`config.mk`:
```
export PLATFORM = sky130hd
export DESIGN_NAME = pb_inc_scheduler_flat
export DESIGN_NICKNAME = d
export VERILOG_FILES = /design/src/rtl/pb_inc_scheduler_pkg.sv /design/src/rtl/pb_inc_scheduler_if.sv /design/src/rtl/pb_inc_scheduler_channel.sv /design/src/rtl/pb_inc_scheduler.sv /design/src/flat_wrapper.sv
export SDC_FILE = /design/constraint.sdc
export NUM_CORES = 1
export LEC_CHECK = 0
export ABC_AREA = 0
export CORE_MARGIN = 2
export CORE_UTILIZATION = 50
export DETAILED_ROUTE_END_ITERATION = 7
export HOLD_SLACK_MARGIN = 0.02
export PLACE_DENSITY = 0.71
export SYNTH_ARGS = -nofsm -noshare
export SYNTH_HDL_FRONTEND = slang
export SYNTH_HIERARCHICAL = 1
export SYNTH_SLANG_ARGS = --single-unit
```
`constraint.sdc`:
```
create_clock -name clk -period 2.45 [get_ports clk]
set_input_delay 0.3675 -clock clk [delete_from_list [all_inputs] [get_ports clk]]
set_output_delay 0.3675 -clock clk [all_outputs]
set_load 0.03 [all_outputs]
```
`src/rtl/pb_inc_scheduler_pkg.sv`:
```
// Shared types for the push-button increment scheduler:
// channel FSM states and the round-robin pick helper.
package pb_sched_pkg;

  typedef enum logic [2:0] {
    IDLE,
    FIRST,
    WAIT_INIT,
    PULSE,
    WAIT_REP
  } ch_state_t;

  localparam int MAX_CH = 32;
  localparam int IDX_W  = 5;

  typedef struct packed {
    logic             found;
    logic [IDX_W-1:0] idx;
  } rr_pick_t;

  // First set bit of req[0..n-1], searching from ptr and wrapping.
  function automatic rr_pick_t rr_pick(
    input logic [MAX_CH-1:0] req,
    input int                n,
    input int                ptr
  );
    rr_pick_t r;
    int       j;
    r.found = 1'b0;
    r.idx   = '0;
    for (int k = 0; k < MAX_CH; k++) begin
      if (k < n) begin
        j = ptr + k;
        if (j >= n) j = j - n;
        if (!r.found && req[j[IDX_W-1:0]]) begin
          r.found = 1'b1;
          r.idx   = j[IDX_W-1:0];
        end
      end
    end
    return r;
  endfunction

endpackage

```
`src/rtl/pb_inc_scheduler_if.sv`:
```
// Button-status / increment-command bundle.
// master = scheduler side, slave = buttons + datapath side.
interface pb_inc_scheduler_if #(
  parameter int N_CH = 4,
  parameter int CH_W = $clog2(N_CH)
);
  logic [N_CH-1:0] pressed_status;
  logic            inc_valid;
  logic [CH_W-1:0] inc_ch;
  logic [N_CH-1:0] pending;
  logic [N_CH-1:0] drop_sticky;

  modport master (
    input  pressed_status,
    output inc_valid, inc_ch, pending, drop_sticky
  );

  modport slave (
    output pressed_status,
    input  inc_valid, inc_ch, pending, drop_sticky
  );
endinterface

```
`src/rtl/pb_inc_scheduler_channel.sv`:
```
// Per-button auto-repeat timer.
// Ports: clk, rst, pressed_i (held level), ch_pulse_o (pulse request).
module pb_repeat_channel
  import pb_sched_pkg::*;
#(
  parameter int N_INITIAL_DELAY = 10,
  parameter int N_REPEAT_DELAY  = 4
) (
  input  logic clk,
  input  logic rst,
  input  logic pressed_i,
  output logic ch_pulse_o
);
  localparam int T_W = $clog2(N_INITIAL_DELAY);
  localparam logic [T_W-1:0] T_INIT_END =
    T_W'(N_INITIAL_DELAY - 2);
  localparam logic [T_W-1:0] T_REP_END =
    T_W'(N_REPEAT_DELAY - 2);

  ch_state_t      state_q, state_d;
  logic [T_W-1:0] t_q, t_d;

  always_ff @(posedge clk or posedge rst) begin
    if (rst) begin
      state_q <= IDLE;
      t_q     <= '0;
    end else begin
      state_q <= state_d;
      t_q     <= t_d;
    end
  end

  // Wait states run N-1 cycles so pulse spacing is exactly N.
  always_comb begin
    state_d    = state_q;
    t_d        = t_q;
    ch_pulse_o = 1'b0;
    unique case (state_q)
      IDLE: begin
        if (pressed_i) state_d = FIRST;
      end
      FIRST: begin
        ch_pulse_o = 1'b1;
        t_d        = '0;
        state_d    = pressed_i ? WAIT_INIT : IDLE;
      end
      WAIT_INIT: begin
        t_d = t_q + 1'b1;
        if (!pressed_i)             state_d = IDLE;
        else if (t_q == T_INIT_END) state_d = PULSE;
      end
      PULSE: begin
        ch_pulse_o = 1'b1;
        t_d        = '0;
        state_d    = pressed_i ? WAIT_REP : IDLE;
      end
      WAIT_REP: begin
        t_d = t_q + 1'b1;
        if (!pressed_i)            state_d = IDLE;
        else if (t_q == T_REP_END) state_d = PULSE;
      end
      default: state_d = IDLE;
    endcase
  end
endmodule

```
`src/rtl/pb_inc_scheduler.sv`:
```
// Shares one increment command port between N_CH auto-repeat buttons.
// Ports: clk, rst, bus (pressed_status in; inc_valid/inc_ch/pending/drop_sticky out).
module pb_inc_scheduler
  import pb_sched_pkg::*;
#(
  parameter int N_CH            = 4,
  parameter int N_INITIAL_DELAY = 10,
  parameter int N_REPEAT_DELAY  = 4
) (
  input  logic                 clk,
  input  logic                 rst,
  pb_inc_scheduler_if.master   bus
);
  localparam int CH_W = $clog2(N_CH);

  logic [N_CH-1:0]   ch_pulse;
  logic [N_CH-1:0]   grant;
  logic [N_CH-1:0]   pending_q, pending_d;
  logic [N_CH-1:0]   drop_q, drop_d;
  logic [CH_W-1:0]   rr_ptr_q, rr_ptr_d;
  logic [CH_W-1:0]   inc_ch_q, inc_ch_d;
  logic              inc_valid_q, inc_valid_d;
  logic [MAX_CH-1:0] req_ext;
  rr_pick_t          pick;
  int                nxt;

  for (genvar g = 0; g < N_CH; g++) begin : g_ch
    pb_repeat_channel #(
      .N_INITIAL_DELAY (N_INITIAL_DELAY),
      .N_REPEAT_DELAY  (N_REPEAT_DELAY)
    ) u_ch (
      .clk        (clk),
      .rst        (rst),
      .pressed_i  (bus.pressed_status[g]),
      .ch_pulse_o (ch_pulse[g])
    );
  end

  always_comb begin
    req_ext           = '0;
    req_ext[N_CH-1:0] = pending_q;
    pick     = rr_pick(req_ext, N_CH, int'(rr_ptr_q));
    grant    = '0;
    rr_ptr_d = rr_ptr_q;
    nxt      = 0;
    if (pick.found) begin
      grant[pick.idx[CH_W-1:0]] = 1'b1;
      nxt = int'(pick.idx) + 1;
      if (nxt >= N_CH) nxt = 0;
      rr_ptr_d = nxt[CH_W-1:0];
    end
    // A pulse landing on a granted slot refills it; only an
    // ungranted occupied slot loses the new pulse.
    pending_d   = ch_pulse | (pending_q & ~grant);
    drop_d      = drop_q | (ch_pulse & pending_q & ~grant);
    inc_valid_d = |pending_q;
    inc_ch_d    = pick.idx[CH_W-1:0];
  end

  always_ff @(posedge clk or posedge rst) begin
    if (rst) begin
      pending_q   <= '0;
      drop_q      <= '0;
      rr_ptr_q    <= '0;
      inc_valid_q <= 1'b0;
      inc_ch_q    <= '0;
    end else begin
      pending_q   <= pending_d;
      drop_q      <= drop_d;
      rr_ptr_q    <= rr_ptr_d;
      inc_valid_q <= inc_valid_d;
      inc_ch_q    <= inc_ch_d;
    end
  end

  assign bus.inc_valid   = inc_valid_q;
  assign bus.inc_ch      = inc_ch_q;
  assign bus.pending     = pending_q;
  assign bus.drop_sticky = drop_q;
endmodule
```
`src/flat_wrapper.sv`:
```
// flat-port wrapper written by rule: the top's interface ports become plain ports
module pb_inc_scheduler_flat import pb_sched_pkg::*;
#(
  parameter int N_CH            = 4,
  parameter int N_INITIAL_DELAY = 10,
  parameter int N_REPEAT_DELAY  = 4
)
  (clk, rst, bus_pressed_status, bus_inc_valid, bus_inc_ch, bus_pending, bus_drop_sticky);
  pb_inc_scheduler_if #(.N_CH(N_CH)) bus_i ();
  input  logic clk;
  input  logic rst;
  input wire logic [$bits(bus_i.pressed_status)-1:0] bus_pressed_status;
  output wire logic [$bits(bus_i.inc_valid)-1:0] bus_inc_valid;
  output wire logic [$bits(bus_i.inc_ch)-1:0] bus_inc_ch;
  output wire logic [$bits(bus_i.pending)-1:0] bus_pending;
  output wire logic [$bits(bus_i.drop_sticky)-1:0] bus_drop_sticky;
  assign bus_i.pressed_status = bus_pressed_status;
  assign bus_inc_valid = bus_i.inc_valid;
  assign bus_inc_ch = bus_i.inc_ch;
  assign bus_pending = bus_i.pending;
  assign bus_drop_sticky = bus_i.drop_sticky;
  pb_inc_scheduler #(.N_CH(N_CH), .N_INITIAL_DELAY(N_INITIAL_DELAY), .N_REPEAT_DELAY(N_REPEAT_DELAY)) u_core (.clk(clk), .rst(rst), .bus(bus_i));
endmodule
```
== Yosys cells after proc, flatten, opt, wreduce, memory -nomap -nowiden ==
Index checks and enable logic that the tools add are counted.

* Register bits: 41
* Bits in latches: 0
* Bits in writable memories: 0
* Memory bits (read-only): 0
* Input bits: 6
* Output and inout bits: 11
* Logic and storage cells: 166
* Memories kept: 0

* Add/sub/neg operators: 12
* Multipliers: 0
* Div/mod/pow operators: 0
* Order comparisons: 11
* Equality and inequality tests: 36
* Shift-type cells: 0
* Multiplexer cells: 60
* Bitwise gates (word level): 6
* Reductions and logical operators: 28

{| class="wikitable"
|+ Operator list
! kind !! number
|-
| $ge A32 B4 Y1 const B || 3
|-
| $mux W3 || 24
|-
| $pmux W3 S5 || 4
|-
| $pmux W4 S2 || 4
|-
| $eq A3 B2 Y1 const B || 8
|-
| $lt A5 B6 Y1 const B || 4
|-
| $mux W6 || 4
|-
| $ne A3 B3 Y1 const B || 8
|-
| $bmux W1 S5 || 4
|-
| $mux W5 || 4
|-
| $add A4 B1 Y4 const B || 4
|-
| $eq A4 B2 Y1 const B || 4
|-
| $eq A4 B4 Y1 const B || 4
|-
| $reduce_or A2 Y1 || 8
|-
| $sub A5 B4 Y5 const B || 3
|-
| $and A4 B4 Y4 || 3
|-
| $eq A3 B1 Y1 const B || 4
|-
| $eq A3 B3 Y1 const B || 4
|-
| $logic_not A3 Y1 || 4
|-
| $reduce_and A3 Y1 || 4
|-
| $mux W2 || 5
|-
| $mux W1 || 9
|-
| $ne A2 B2 Y1 const B || 4
|-
| $or A4 B4 Y4 || 2
|-
| other kinds (15) || 24
|}

== Longest topological paths before layout ==
Gate-level depths: netlist (run 1).

* Depth after elaboration: 22
* Depth in mapped cells: 12

== Modules after synthesis ==
Netlist (run 1), hierarchy kept.

{| class="wikitable"
|+ Modules (own cells, without submodules)
! module !! instances !! cells an instance !! area an instance (sq um) !! sequential area each (sq um)
|-
| pb_repeat_channel || 4 || 57 || 530.5 || 175.2
|-
| pb_inc_scheduler || 1 || 71 || 850.8 || 325.3
|}

== Worst setup path after synthesis (run 1) ==
No wires, ideal clock.

* Path type: reg-to-reg
* Start: reg u_core.rr_ptr_q[0]
* End: reg u_core.drop_q[3] (netlist: u_core/bus.drop_sticky[3])
* Data arrival time: 2.209 ns
* Data required time: 2.330 ns
* Slack: 0.121 ns
* Cell stages (with the launch flop): 11
* Buffers on the path: 1
* Cell sequence: dfrtp_1 -> buf_6 -> inv_1 -> ha_1 -> a21boi_0 -> a22o_1 -> nand4_2 -> o21ai_0 -> ha_1 -> nand2_1 -> a31o_2

{| class="wikitable"
|+ RTL lines
! item !! line !! source
|-
| start, declared || pb_inc_scheduler.sv:20 || <nowiki>logic [CH_W-1:0] rr_ptr_q, rr_ptr_d;</nowiki>
|-
| start signal, assigned || pb_inc_scheduler.sv:70 || <nowiki>rr_ptr_q <= rr_ptr_d;</nowiki>
|-
| end signal, assigned || pb_inc_scheduler.sv:69 || <nowiki>drop_q <= drop_d;</nowiki>
|-
| end, declared || pb_inc_scheduler.sv:19 || <nowiki>logic [N_CH-1:0] drop_q, drop_d;</nowiki>
|}

==> metrics.md, run 1 <==
| Metric | Value |
|---|---|
| Vias/cell | 5.577 |
| Insertion delay of the later-clocked pin in the worst-skew pair | 0.29 ns |
| Via Count | 2,203 |
| Startpoint kind of the worst setup timing path | flop |
| Final core utilization | 0.5792 |
| CTS Root Cell | sky130_fd_sc_hd__clkbuf_8 |
| Count of flip-flops with a built-in enable after synthesis | 0 |
| Synthesized instance count | 299 |
| Count of routing violations after the opening detailed-route iteration | 70 |
| Clock tree from TritonCTS | yes |
| Synth top area cells | sky130_fd_sc_hd__dfrtp_1 35%, sky130_fd_sc_hd__ha_1 8.8%, sky130_fd_sc_hd__mux2i_1 4.4%, sky130_fd_sc_hd__nand2b_1 3.2%, sky130_fd_sc_hd__nor2b_1 2.9% |
| Post-synthesis instance area | 2973 um^2 |
| Longest individual stage delay on the worst path | 0.43 ns |
| CP Capture Type | flop |
| Post-synthesis sequential area ratio | 0.3451 |
| Number of buffers between clock root and the deepest sink | 2 |
| Average wire per cell in the routed design | 14.19 um |
| GP Congestion | 0.8791 |
| Post-Route Hold Slack | 0.4584 ns |
| Proportion of register bits with asynchronous set or reset after synthesis | 1.000 |
| Number of max-slew violations in the final report | 0 |
| Cell with the largest stage delay on the worst path | sky130_fd_sc_hd__dfrtp_1 |
| Total global-route track usage | 0.1827 |
| Worst path cell trace | inv_1 -> ha_4 -> a21boi_0 -> a22o_1 -> nand4_2 -> a31oi_4 -> inv_1 -> ha_1 -> nand2b_1 -> o22ai_1 |
| Remaining global-route overflow | 0 |
| Most common cell after layout, fill and taps aside | sky130_fd_sc_hd__dfrtp_1 |
| Die X | 81.11 um |
| Run status | finished clean |
| Power density normalized to cell area | 1375 nW/um^2 |
| Post-DP HPWL | 3969 um |
| Chip height | 81.11 um |
| Library cells used by synthesis | 48 |
| Post-synthesis register bit count | 41 |
| CP bufs+invs | 2 |
| Die ar. | 6579 um^2 |
| Cell type with the highest occurrence count on the critical path | sky130_fd_sc_hd__inv_1 |
| Dpl cell area | 3198 um^2 |
| Pin slew with the least headroom to its limit | 0.4847 ns |
| Area growth syn-to-layout | 13.30% |
| Antenna violations before repair | 0 |
| Syn_nets | 326 |
| Maximum fanout along the worst path | 6 |
| Timing-limited maximum frequency | 0.4347 GHz |
| Dpl ws | 0.03638 ns |
| Final ANT Viol Nets | 0 |
| First-pass GRT wire length | 9480 um |
| Area of the core region | 5816 um^2 |
| Area share of the largest cell type after synthesis | 0.3451 |
| Arrival time reported for the critical path endpoint | 2.51 ns |
| Post-route DRC violation count | 0 |
| Yosys warns | 6 |
| Worst Hold Class | flop to flop |
| Number of buffers added by the clock tree synthesis step | 5 |
| Std-Cell Rows | 28 |
| Post-CTS Hold Buffers | 0 |
| CTS Sinks | 41 |
| Max-capacitance violation count | 0 |
| LEAKAGE | 1.496 nW |
| Family with the most delay on the worst path | compound AO/OA/AOI/OAI gates |
| Final worst slack | 0.1496 ns |
| Iteration count of the initial detailed-routing pass | 4 |
| Effective utilization at floorplan | 0.5112 |
| Primary flip-flop cell chosen by synthesis mapping | sky130_fd_sc_hd__dfrtp_1 |
| Overall power | 4.632 mW |
| Top library cells by usage in the layout, fill and taps aside | 41 x sky130_fd_sc_hd__dfrtp_1, 23 x sky130_fd_sc_hd__nand2_1, 20 x sky130_fd_sc_hd__ha_1, 17 x sky130_fd_sc_hd__inv_1, 16 x sky130_fd_sc_hd__clkdlybuf4s50_1 |
| Diode insertion count for antenna repair | 0 |
| Final count of negative-setup-slack endpoints | 0 |
| Category of the most critical setup path | flop to flop |
| Time the final worst path needs with I/O delays and setup | 2.300 ns |
| H-tree depth reported by CTS | 2 |
| Fraction of the cycle the final worst path needs | 0.9390 |
| Final Skew | 0.008694 ns |
| Count of port buffers added during placement | 16 |
| Final hold vios | 0 |
| Clock-pin slew on the worst setup and hold paths | 0.08 ns |
| Critical path data required time | 2.66 ns |
| Cell accounting for the most synthesized area | sky130_fd_sc_hd__dfrtp_1 |
| Via count of the first global-routing pass | 2,081 |
| Mapped Avg Cell Area | 9.943 um^2 |
| Max VDD drop | 0.0009360 V |
| I/O Pins | 17 |
| Largest net degree at the start of global routing | 14 |
| Fin nets | 346 |
| Post-route cell area | 3368 um^2 |
| Share of layout cells above drive strength 1 | 0.1375 |
| Aggregate routed wire length | 5606 um |
| Worst relative slew slack | 0.6769 |
[cell usage after synthesis (5+ instances only)]
| cell type | number |
|---|---|
| sky130_fd_sc_hd__nor3b_1 | 8 |
| sky130_fd_sc_hd__o21ai_1 | 8 |
| sky130_fd_sc_hd__dfrtp_1 | 41 |
| sky130_fd_sc_hd__ha_1 | 21 |
| sky130_fd_sc_hd__nand3b_1 | 8 |
| sky130_fd_sc_hd__mux2i_1 | 13 |
| sky130_fd_sc_hd__a21oi_1 | 9 |
| sky130_fd_sc_hd__nand2_1 | 23 |
| sky130_fd_sc_hd__o21a_1 | 9 |
| sky130_fd_sc_hd__a21o_1 | 9 |
| sky130_fd_sc_hd__inv_1 | 17 |
| sky130_fd_sc_hd__nor2b_1 | 14 |
| sky130_fd_sc_hd__buf_2 | 8 |
| sky130_fd_sc_hd__nand2b_1 | 15 |
| sky130_fd_sc_hd__nor2_1 | 8 |
| sky130_fd_sc_hd__buf_6 | 5 |
[sequential cells by signal, summed over array words and instances, names as in the netlist]
| name | flops |
|---|---|
| u_core/g_ch.u_ch/state_q | 12 |
| u_core/bus.pending | 4 |
| u_core/bus.inc_valid | 1 |
| u_core/g_ch.u_ch/t_q | 16 |
| u_core/bus.inc_ch | 2 |
| u_core/bus.drop_sticky | 4 |
| u_core/rr_ptr_q | 2 |
[final timing paths]
| kind | slack (ns) | cells past startpoint | to | startpoint |
|---|---|---|---|---|
| min in group asynchronous | 0.48 | 2 | u_core/g_ch[3].u_ch/state_q[2]$_DFFE_PP0P_ | rst |
| setup reg to reg | 0.15 | 10 | u_core/rr_ptr_q[1]$_DFFE_PP0P_ | u_core/rr_ptr_q[0]$_DFFE_PP0P_ |
| setup / recovery | 0.15 | 10 | u_core/rr_ptr_q[1]$_DFFE_PP0P_ | u_core/rr_ptr_q[0]$_DFFE_PP0P_ |
| hold / removal | 0.46 | 1 | u_core/bus.drop_sticky[2]$_DFF_PP0_ | u_core/bus.drop_sticky[2]$_DFF_PP0_ |
| hold reg to reg | 0.46 | 1 | u_core/bus.drop_sticky[2]$_DFF_PP0_ | u_core/bus.drop_sticky[2]$_DFF_PP0_ |
| max in group asynchronous | 1.56 | 2 | u_core/bus.drop_sticky[2]$_DFF_PP0_ | rst |
[cell families after synthesis]
kind of cell,synth area share
AOI/OAI and AO/OA,0.1864
DFF,0.3451
buffers and inverters,0.05387
adders and majority gates,0.08838
xor gates and xnor gates,0.02357
and+or+nand+nor,0.2323
muxes,0.07028
[layout make-up]
class	count	area (um^2)
well taps	75	93.84
fillers	529	2447
inverters	17	63.81
clock inverters	1	30.03
repair buffers	26	235.2
multi-input cells	228	1833
clock buffers	7	86.33
flip-flops and latches	41	1026
[routing by layer]
metal / vias to the layer above / part of all wire / track usage
met3: 14 / 0.028 / 0.02778
met5: - / 0 / 0
li1: 1089 / - / -
met4: 0 / 0.016 / 0.07288
met1: 1056 / 0.50 / 0.2453
met2: 44 / 0.46 / 0.2959
[through the flow]
step	TNS [ns]	std cells
2_1_floorplan	0	299
3_3_place_gp	0	386
3_5_place_dp	0	386
4_1_cts	0	394
5_1_grt	-0.008831	395
6_report	0	395
[power breakdown]
group          internal [mW]  leakage [nW]  total, mW  switching [mW]
Combinational           1.36         0.950       2.63            1.26
Clock                  0.332        0.0585      0.567           0.235
Sequential             0.946         0.488       1.44           0.492
Total                   2.64          1.50       4.63            1.99
[what timing repair did]
item,CTS,global route
buffers inserted,0,1
gates resized for setup,0,8
endpoints found under the setup margin,0,8
Power figures use the tool's default switching activity.
==> run 2, diff against run 1 <==
- CORE_MARGIN: 2 -> 5
- TNS_END_PERCENT: not set -> 1
==> metrics.md, run 2 (synthesis results as in run 1) <==
| Metric | Value |
|---|---|
| Final count of negative-setup-slack endpoints | 0 |
| Longest individual stage delay on the worst path | 0.45 ns |
| Power density normalized to cell area | 1369 nW/um^2 |
| Die X | 87.11 um |
| Timing-limited maximum frequency | 0.4364 GHz |
| GR met3 Demand/Resource | 0.03500 |
| CTS Root Cell | sky130_fd_sc_hd__clkbuf_8 |
| Diode insertion count for antenna repair | 0 |
| FF/Latch Area | 1027 um^2 |
| Via count of the first global-routing pass | 2,098 |
| Number of max-slew violations in the final report | 0 |
| Flip-flop count of the largest register after layout | 16 |
| Aggregate routed wire length | 5344 um |
| Post-route DRC violation count | 0 |
| Largest registers | u_core/g_ch.u_ch/t_q x16, u_core/g_ch.u_ch/state_q x12 |
| First-pass GRT wire length | 9680 um |
| Post-DP HPWL | 3932 um |
| LEAKAGE | 1.500 nW |
| Insertion delay of the later-clocked pin in the worst-skew pair | 0.29 ns |
| Number of buffers added by the clock tree synthesis step | 5 |
| I/O Pins | 17 |
| Dpl ws | 0.03060 ns |
| Vias/cell | 5.426 |
| Highest-utilization routing layer at the global route stage | met2 |
| CTS Sinks | 41 |
| Via Count | 2,154 |
| Critical path data required time | 2.66 ns |
| RSZ-0062 raised after global routing | yes |
| Average wire per cell in the routed design | 13.46 um |
| Clock-pin slew on the worst setup and hold paths | 0.08 ns |
| Share of layout cells above drive strength 1 | 0.1429 |
| Arrival time reported for the critical path endpoint | 2.50 ns |
| Total global-route track usage | 0.1565 |
| Die ar. | 7588 um^2 |
| Cell with the largest stage delay on the worst path | sky130_fd_sc_hd__dfrtp_2 |
| Top library cells by usage in the layout, fill and taps aside | 40 x sky130_fd_sc_hd__dfrtp_1, 23 x sky130_fd_sc_hd__nand2_1, 20 x sky130_fd_sc_hd__ha_1, 17 x sky130_fd_sc_hd__inv_1, 16 x sky130_fd_sc_hd__clkdlybuf4s50_1 |
| Final core utilization | 0.5766 |
| Max VDD drop | 0.0009016 V |
| Final hold vios | 0 |
| Filler instances | 501 |
| Chip height | 87.11 um |
| Iteration count of the initial detailed-routing pass | 4 |
| GP Congestion | 0.8457 |
| Met2 Use GR | 0.2415 |
| Most flops, register | u_core/g_ch.u_ch/t_q |
| Clock tree from TritonCTS | yes |
| Most common cell after layout, fill and taps aside | sky130_fd_sc_hd__dfrtp_1 |
| Pin slew with the least headroom to its limit | 0.4878 ns |
| Final worst slack | 0.1584 ns |
| Worst relative slew slack | 0.6745 |
| Largest net degree at the start of global routing | 14 |
| CP Capture Type | flop |
| Count of routing violations after the opening detailed-route iteration | 88 |
| Maximum fanout along the worst path | 6 |
| Final ANT Viol Nets | 0 |
| Max-capacitance violation count | 0 |
| Worst Hold Class | primary input to asynchronous set/reset pin |
| Post-CTS Hold Buffers | 0 |
| Global-route met1 utilization | 0.2187 |
| Multi-input logic area | 1818 um^2 |
| Area growth syn-to-layout | 13.47% |
| Startpoint kind of the worst setup timing path | flop |
| Worst path cell trace | buf_4 -> ha_1 -> nand2b_1 -> nand3_2 -> a21o_1 -> a31oi_4 -> inv_1 -> ha_1 -> nand2b_1 -> o22ai_1 |
| Antenna violations before repair | 0 |
| Fraction of the cycle the final worst path needs | 0.9353 |
| Remaining global-route overflow | 0 |
| Final Skew | 0.006428 ns |
| Run status | finished clean |
| H-tree depth reported by CTS | 2 |
| Effective utilization at floorplan | 0.5081 |
| Area of the core region | 5851 um^2 |
| Fin nets | 348 |
| Std-Cell Rows | 28 |
| Time the final worst path needs with I/O delays and setup | 2.292 ns |
| Number of buffers between clock root and the deepest sink | 2 |
| Category of the most critical setup path | flop to flop |
| Count of port buffers added during placement | 16 |
run 2: cell count changes in the layout (fill, tap and decap cells not counted), sizes merged:
cell,previous run,this run
clkinvlp,0,1
buf,10,12
clkbuf,7,6
run 2: area by class of cell:
class,instances,share of cell area
Clock inverter,2,0.01113
Multi-Input combinational cell,228,0.5389
Inverter,17,0.01892
Timing Repair Buffer,28,0.07418
Tap cell,75,0.02782
Sequential cell,41,0.3045
Clock buffer,6,0.02448
run 2: worst max-delay path: cells and delay by family (launching register included):
kind / cells / cell delay, ns
AO/OA/AOI/OAI: 3 / 0.58
adder cells (fa/ha/maj): 2 / 0.46
flip-flops: 1 / 0.45
buffers and inverters: 2 / 0.25
AND/OR/NAND/NOR: 3 / 0.48
run 2: path summary, 6_finish.rpt:
kind | depth (start not counted) | from | endpoint | slack [ns]
setup / recovery | 10 | u_core/rr_ptr_q[0]$_DFFE_PP0P_ | u_core/rr_ptr_q[1]$_DFFE_PP0P_ | 0.16
hold / removal | 2 | rst | u_core/g_ch[3].u_ch/t_q[3]$_DFFE_PP0P_ | 0.47
setup reg to reg | 10 | u_core/rr_ptr_q[0]$_DFFE_PP0P_ | u_core/rr_ptr_q[1]$_DFFE_PP0P_ | 0.16
hold reg to reg | 1 | u_core/bus.drop_sticky[2]$_DFF_PP0_ | u_core/bus.drop_sticky[2]$_DFF_PP0_ | 0.47
max in group asynchronous | 2 | rst | u_core/rr_ptr_q[0]$_DFFE_PP0P_ | 1.53
min in group clk | 1 | u_core/bus.drop_sticky[2]$_DFF_PP0_ | u_core/bus.drop_sticky[2]$_DFF_PP0_ | 0.47
run 2: stage by stage:
step	instance area, um^2	std cells	power, mW	setup TNS [ns]	hold WS [ns]
finish	3373	397	4.619	0	0.4673
global route	3373	397	5.065	-0.03335	0.4975
CTS	3333	396	4.536	0	0.4793
detailed placement	3213	388	3.946	0	0.4606
global placement	3213	388	3.889	0	0.4545
floorplan	2973	299	3.344	0	0.1709
run 2: layer usage:
metal	wire length, um	part of all wire
met1	2687	0.50
met2	2442	0.46
met3	153	0.029
met4	61	0.011
met5	0	0
run 2: where the power goes:
group | internal, mW | switching [mW]
sequential | 0.948 | 0.489
clock | 0.331 | 0.238
combinational | 1.38 | 1.23
run 2: repair_timing:
item                                    4_1_cts  5_1_grt
setup buffers                                 0        1
endpoints found under the setup margin        0        8
resized for setup                             0        9
